**src/rtl/quad_packet_arbiter.sv**
```systemverilog
// quad_packet_arbiter
// Round-robin packet arbiter merging the four per-channel packet buffers into
// the single Ethernet sender on the upper GMII clock. One buffer is granted at
// a time, its byte stream is forwarded through one register stage, and a fixed
// inter-packet gap is inserted before the next arbitration.
// Optional feature: define ARB_TIMEOUT_EN to abandon a grant whose buffer does
// not start its packet within TIMEOUT_CYCLES cycles.
module quad_packet_arbiter #(
  parameter int GAP_CYCLES     = 12,
  parameter int TIMEOUT_CYCLES = 1024
) (
  input  logic       clk,
  input  logic       rst,
  input  logic [7:0] ch0_data,
  input  logic       ch0_datavalid,
  input  logic       ch0_request,
  output logic       ch0_grant,
  input  logic [7:0] ch1_data,
  input  logic       ch1_datavalid,
  input  logic       ch1_request,
  output logic       ch1_grant,
  input  logic [7:0] ch2_data,
  input  logic       ch2_datavalid,
  input  logic       ch2_request,
  output logic       ch2_grant,
  input  logic [7:0] ch3_data,
  input  logic       ch3_datavalid,
  input  logic       ch3_request,
  output logic       ch3_grant,
  input  logic       sender_ready,
  output logic [7:0] send_data,
  output logic       send_datav,
  output logic       timeout_pulse,
  output logic [4:0] arbiter_state
);

  localparam int GW = (GAP_CYCLES > 1) ? $clog2(GAP_CYCLES) : 1;
  localparam logic [GW-1:0] GAP_LOAD = GW'(GAP_CYCLES - 1);

  // One-hot encoding so the state register can be exported directly.
  typedef enum logic [4:0] {
    ST_IDLE     = 5'b00001,
    ST_WAIT_RDY = 5'b00010,
    ST_GRANT    = 5'b00100,
    ST_XFER     = 5'b01000,
    ST_GAP      = 5'b10000
  } state_t;

  state_t        state;
  state_t        state_next;
  logic [1:0]    sel;
  logic [1:0]    sel_next;
  logic [1:0]    last;
  logic [1:0]    last_next;
  logic [GW-1:0] gap_cnt;
  logic [GW-1:0] gap_next;
  logic [3:0]    grant;
  logic [3:0]    grant_next;
  logic [7:0]    send_data_next;
  logic          send_datav_next;
  logic          timeout_hit;

  logic [3:0]    req;
  logic [3:0]    dv;
  logic [7:0]    ch_data [4];
  logic [7:0]    chsel_data;
  logic          chsel_datavalid;
  logic          chsel_request;

  if (GAP_CYCLES < 1 || TIMEOUT_CYCLES < 1) begin : g_bad_params
    $error("quad_packet_arbiter: GAP_CYCLES and TIMEOUT_CYCLES must be at least 1");
  end

  assign req        = {ch3_request, ch2_request, ch1_request, ch0_request};
  assign dv         = {ch3_datavalid, ch2_datavalid, ch1_datavalid, ch0_datavalid};
  assign ch_data[0] = ch0_data;
  assign ch_data[1] = ch1_data;
  assign ch_data[2] = ch2_data;
  assign ch_data[3] = ch3_data;

  // First requesting channel after 'from', wrapping so 'from' itself is last.
  function automatic logic [1:0] next_channel(input logic [1:0] from,
                                              input logic [3:0] r);
    logic [1:0] cand;
    logic       found;
    next_channel = from;
    found        = 1'b0;
    for (int k = 1; k <= 4; k++) begin
      cand = from + 2'(k);
      if (!found && r[cand]) begin
        next_channel = cand;
        found        = 1'b1;
      end
    end
  endfunction

  // Route the selected buffer's signals; other channels are never looked at.
  always_comb begin
    chsel_data      = ch_data[sel];
    chsel_datavalid = dv[sel];
    chsel_request   = req[sel];
  end

`ifdef ARB_TIMEOUT_EN
  localparam int TW = (TIMEOUT_CYCLES > 1) ? $clog2(TIMEOUT_CYCLES) : 1;
  localparam logic [TW-1:0] TIMEOUT_LAST = TW'(TIMEOUT_CYCLES - 1);

  logic [TW-1:0] tout_cnt;

  // Count cycles spent in GRANT without a first valid byte; cleared elsewhere.
  always_ff @(posedge clk or posedge rst) begin
    if (rst)
      tout_cnt <= '0;
    else if (state != ST_GRANT)
      tout_cnt <= '0;
    else if (!chsel_datavalid && tout_cnt != TIMEOUT_LAST)
      tout_cnt <= tout_cnt + 1'b1;
  end

  assign timeout_hit = (state == ST_GRANT) && !chsel_datavalid &&
                       (tout_cnt == TIMEOUT_LAST);

  // Single-cycle pulse coinciding with the grant being withdrawn.
  always_ff @(posedge clk or posedge rst) begin
    if (rst)
      timeout_pulse <= 1'b0;
    else
      timeout_pulse <= timeout_hit;
  end
`else
  assign timeout_hit   = 1'b0;
  assign timeout_pulse = 1'b0;
`endif

  // State register.
  always_ff @(posedge clk or posedge rst) begin
    if (rst)
      state <= ST_IDLE;
    else
      state <= state_next;
  end

  // Next-state logic.
  always_comb begin
    state_next = state;
    unique case (state)
      ST_IDLE: begin
        if (|req)
          state_next = ST_WAIT_RDY;
      end
      ST_WAIT_RDY: begin
        if (!chsel_request)
          state_next = ST_IDLE;
        else if (sender_ready)
          state_next = ST_GRANT;
      end
      ST_GRANT: begin
        if (chsel_datavalid)
          state_next = ST_XFER;
        else if (timeout_hit)
          state_next = ST_GAP;
      end
      ST_XFER: begin
        if (!chsel_datavalid)
          state_next = ST_GAP;
      end
      ST_GAP: begin
        if (gap_cnt == '0)
          state_next = ST_IDLE;
      end
      default: state_next = ST_IDLE;
    endcase
  end

  // Output and datapath next values: selection, priority, gap, grant, forwarding.
  always_comb begin
    sel_next        = sel;
    last_next       = last;
    gap_next        = gap_cnt;
    grant_next      = grant;
    send_data_next  = send_data;
    send_datav_next = 1'b0;
    unique case (state)
      ST_IDLE: begin
        grant_next = 4'b0000;
        if (|req)
          sel_next = next_channel(last, req);
      end
      ST_WAIT_RDY: begin
        grant_next = 4'b0000;
        if (chsel_request && sender_ready)
          grant_next = 4'b0001 << sel;
      end
      ST_GRANT: begin
        send_data_next  = chsel_data;
        send_datav_next = chsel_datavalid;
        if (!chsel_datavalid && timeout_hit) begin
          grant_next = 4'b0000;
          last_next  = sel;
          gap_next   = GAP_LOAD;
        end
      end
      ST_XFER: begin
        send_data_next  = chsel_data;
        send_datav_next = chsel_datavalid;
        if (!chsel_datavalid) begin
          grant_next = 4'b0000;
          last_next  = sel;
          gap_next   = GAP_LOAD;
        end
      end
      ST_GAP: begin
        grant_next = 4'b0000;
        if (gap_cnt != '0)
          gap_next = gap_cnt - 1'b1;
      end
      default: grant_next = 4'b0000;
    endcase
  end

  // Datapath registers; last starts at 3 so channel 0 wins the first arbitration.
  always_ff @(posedge clk or posedge rst) begin
    if (rst) begin
      sel        <= 2'd0;
      last       <= 2'd3;
      gap_cnt    <= '0;
      grant      <= 4'b0000;
      send_data  <= 8'h00;
      send_datav <= 1'b0;
    end else begin
      sel        <= sel_next;
      last       <= last_next;
      gap_cnt    <= gap_next;
      grant      <= grant_next;
      send_data  <= send_data_next;
      send_datav <= send_datav_next;
    end
  end

  assign ch0_grant     = grant[0];
  assign ch1_grant     = grant[1];
  assign ch2_grant     = grant[2];
  assign ch3_grant     = grant[3];
  assign arbiter_state = state;

endmodule

```
**config.mk**
```make
export PLATFORM = sky130hd
export DESIGN_NAME = quad_packet_arbiter
export DESIGN_NICKNAME = d
export VERILOG_FILES = /design/src/rtl/quad_packet_arbiter.sv
export SDC_FILE = /design/constraint.sdc
export NUM_CORES = 1
export LEC_CHECK = 0
export ABC_AREA = 1
export ABC_CLOCK_PERIOD_IN_PS = 1980
export BUFFER_PORTS_ARGS = -buffer_cell sky130_fd_sc_hd__buf_2
export CORE_ASPECT_RATIO = 1.5
export CORE_MARGIN = 2
export CORE_UTILIZATION = 36
export CTS_CLUSTER_SIZE = 30
export DETAILED_ROUTE_END_ITERATION = 16
export GPL_ROUTABILITY_DRIVEN = 0
export SETUP_SLACK_MARGIN = 0.1
export SLEW_MARGIN = 20
export SYNTH_ARGS = -nofsm -noshare
export SYNTH_HDL_FRONTEND = slang
export SYNTH_SLANG_ARGS = --single-unit
```
**constraint.sdc**
```tcl
create_clock -name clk -period 1.98 [get_ports clk]
set_input_delay 0.198 -clock clk [delete_from_list [all_inputs] [get_ports clk]]
set_output_delay 0.198 -clock clk [all_outputs]
set_load 0.02 [all_outputs]
```
==> qor.yml <==
status: "completed"
drv_cap: 0
p_leak_uw: 0.001169
route.detailed.drc: 0
hold_start: "sender_ready"
dieArea_um2: 5205
p_comb_share_pct: 52.5
grt_setup_unrepaired: "no"
cp.arrival_ns: 1.80
start_util_pct: 37.03
min_to: "arbiter_state[2]"
drtIter0Drc: 20
tritoncts: "yes"
clkTransAtPathRegs_ns: 0.09
worstReg2RegEnd: "sel[0]"
clockRootBuffer: "clkbuf_8"
swShare_pct: 46.67
firstDrtPassIters: 4
drive_above_1_share_pct: 28.30
utilization_pct: 46.36
cts_buffer_depth: 2
p_sw_uw: 1139
vias: 1717
grt_max_degree: 27
max_stage_delay_ns: 0.64
row_count: 30
crit_top_cell: "nand2_1"
slowest_stage: "dfstp_2"
avgSynthCellArea_um2: 6.752
yosysUniqueCellTypes: 27
netlist_instances: 247
wl_per_cell_um: 11.41
setup_violations: 0
vias_per_cell: 4.783
coreArea_um2: 4504
ff2ff_path_depth: 10
power_density_nw_per_um2: 1169
p_int_uw: 1301
final_common_cell: "nand2_1"
slew_viol_final: 0
layout_common_cells: "nand2_1 (114), buf_2 (60), inv_1 (25)"
antennaDiodeCount: 0
finClkSkew_ns: 0.006211
r2r-start: "last[0]"
syn_to_final_growth_pct: 25.21
grt_overflow: 0
cp_max_fo: 10
synth-seq-cells: 26
final_net_count: 356
port_buffers: 60
antenna_found_initial: 0
synthesis.nets: 291
cp-start-kind: "flop"
syn-cell-area_um2: 1668
die_h_um: 87.37
drtAntennaViolNets: 0
numCtsBuffers: 3
fmax_ghz: 0.6276
holdPathStages: 3
sequentialPowerShare_pct: 33.7
ctsResizeCount: 0
grt_pass1_wl_mm: 7.127
dp_hpwl_mm: 3.467
track_usage_pct: 17.59
insertion_delay_ns: 0.26
wirelength_mm: 4.095
num_io_pins: 62
end_kind: "flop"
htreeDepth: 1
vdd_drop_max_mv: 0.5921
crit_required_ns: 2.18
period_needed_ns: 1.593
die_w_um: 59.58
grt_pass1_vias: 1664
hold_viol_final: 0
cts.sinks: 26
yosys_warnings: 0
seq_area_frac_synth_pct: 39.23
fin_tns_setup_ns: 0
holdCritPathClass: "primary input to flop"
crit_type: "flop to flop"
path_cells: "inv_2 > nand2_1 > nand2_1 > nand2_1 > nand2_1 > a21oi_1 > nand3_1 > nand2_1 > nand2_1 > nand2_1"
reg2reg_setup_slack_ns: 0.39
finalCritPeriodShare_pct: 80.47
power.share.clock_pct: 13.8
[sequential cells by signal, summed over array words and instances, names as in the netlist]
name           flops
grant              4
last               2
send_data          8
sel                2
gap_cnt            4
send_datav         1
arbiter_state      5
[repair_timing]
action	in CTS	in global routing
endpoints found under the hold margin	23	0
hold buffers	1	0
setup buffers	0	0
[metrics by stage]
step | total power (µW) | area, µm² | hold WS (ns) | cells | setup WS [ns]
floorplan | 1764 | 1668 | 0.2358 | 247 | 0.4937
global placement | 2115 | 2023 | 0.2677 | 354 | 0.4024
detailed placement | 2127 | 2023 | 0.2675 | 354 | 0.4036
CTS | 2474 | 2088 | 0.2083 | 359 | 0.3783
global route | 2682 | 2088 | 0.2194 | 359 | 0.1395
finish | 2441 | 2088 | 0.2069 | 359 | 0.3867
[critical path, delay by kind of cell, from the launching register on]
family	cells	cell delay, ns
buffers and inverters	1	0.10
AOI/OAI and AO/OA	1	0.18
DFF	1	0.64
and+or+nand+nor	8	0.63
[cell families (layout without fill, tap and decap cells)]
logic type / count (synthesis) / after routing / synth area share [%]
adders and majority gates: 1 / 1 / 0.7501
other: 1 / 1 / 0.2248
and+or+nand+nor: 165 / 165 / 44.11
xor gates and xnor gates: 2 / 2 / 1.050
buffers and inverters: 33 / 97 / 8.101
DFF: 26 / 26 / 39.23
AOI/OAI and AO/OA: 19 / 19 / 6.527
[worst max-delay path by stage]
stage | cells after the start | slack [ns] | start | end
floorplan | 8 | 0.49 | arbiter_state[3] | gap_cnt[3]
global placement | 7 | 0.40 | arbiter_state[1] | send_data[5]
detailed placement | 7 | 0.40 | arbiter_state[1] | send_data[0]
CTS | 7 | 0.38 | arbiter_state[1] | send_data[0]
global route | 10 | 0.14 | last[0] | sel[0]
finish | 10 | 0.39 | last[0] | sel[0]
[metal layers]
metal  global-route usage [%]  part of all wire, %
met2                    33.17                   53
met4                    3.636                 0.78
met5                        0                    0
met1                    20.34                   40
met3                    2.675                  6.0
[cell usage after synthesis (all sizes together)]
cell	number	share of area (%)
a21oi	6	1.8
buf	3	1.2
conb	1	0.22
dfrtp	23	35
dfstp	3	4.7
ha	1	0.75
inv	30	6.9
nand2	119	28
nand3	11	3.3
nand4	9	3.4
nor2	21	6.7
nor3	2	0.60
nor4	3	2.0
o21ai	12	4.3
o31ai	1	0.45
xnor2	1	0.53
xor2	1	0.53
[area by class of cell]
cell class              count  area [µm²]
inverters                  30       115.1
clock buffers               4       55.05
fillers                   506        2416
well taps                  48       60.06
flip-flops and latches     26       654.4
repair buffers             63       325.3
multi-input cells         188       878.3
[power groups by stage]
stage	combinational [µW]	sequential (µW)	clock (µW)
4_1_cts	1300	824	349
5_1_grt	1470	851	365
6_report	1280	823	336
3_3_place_gp	1290	829	0
2_1_floorplan	821	943	0
3_5_place_dp	1300	831	0
Power figures use the tool's default switching activity.
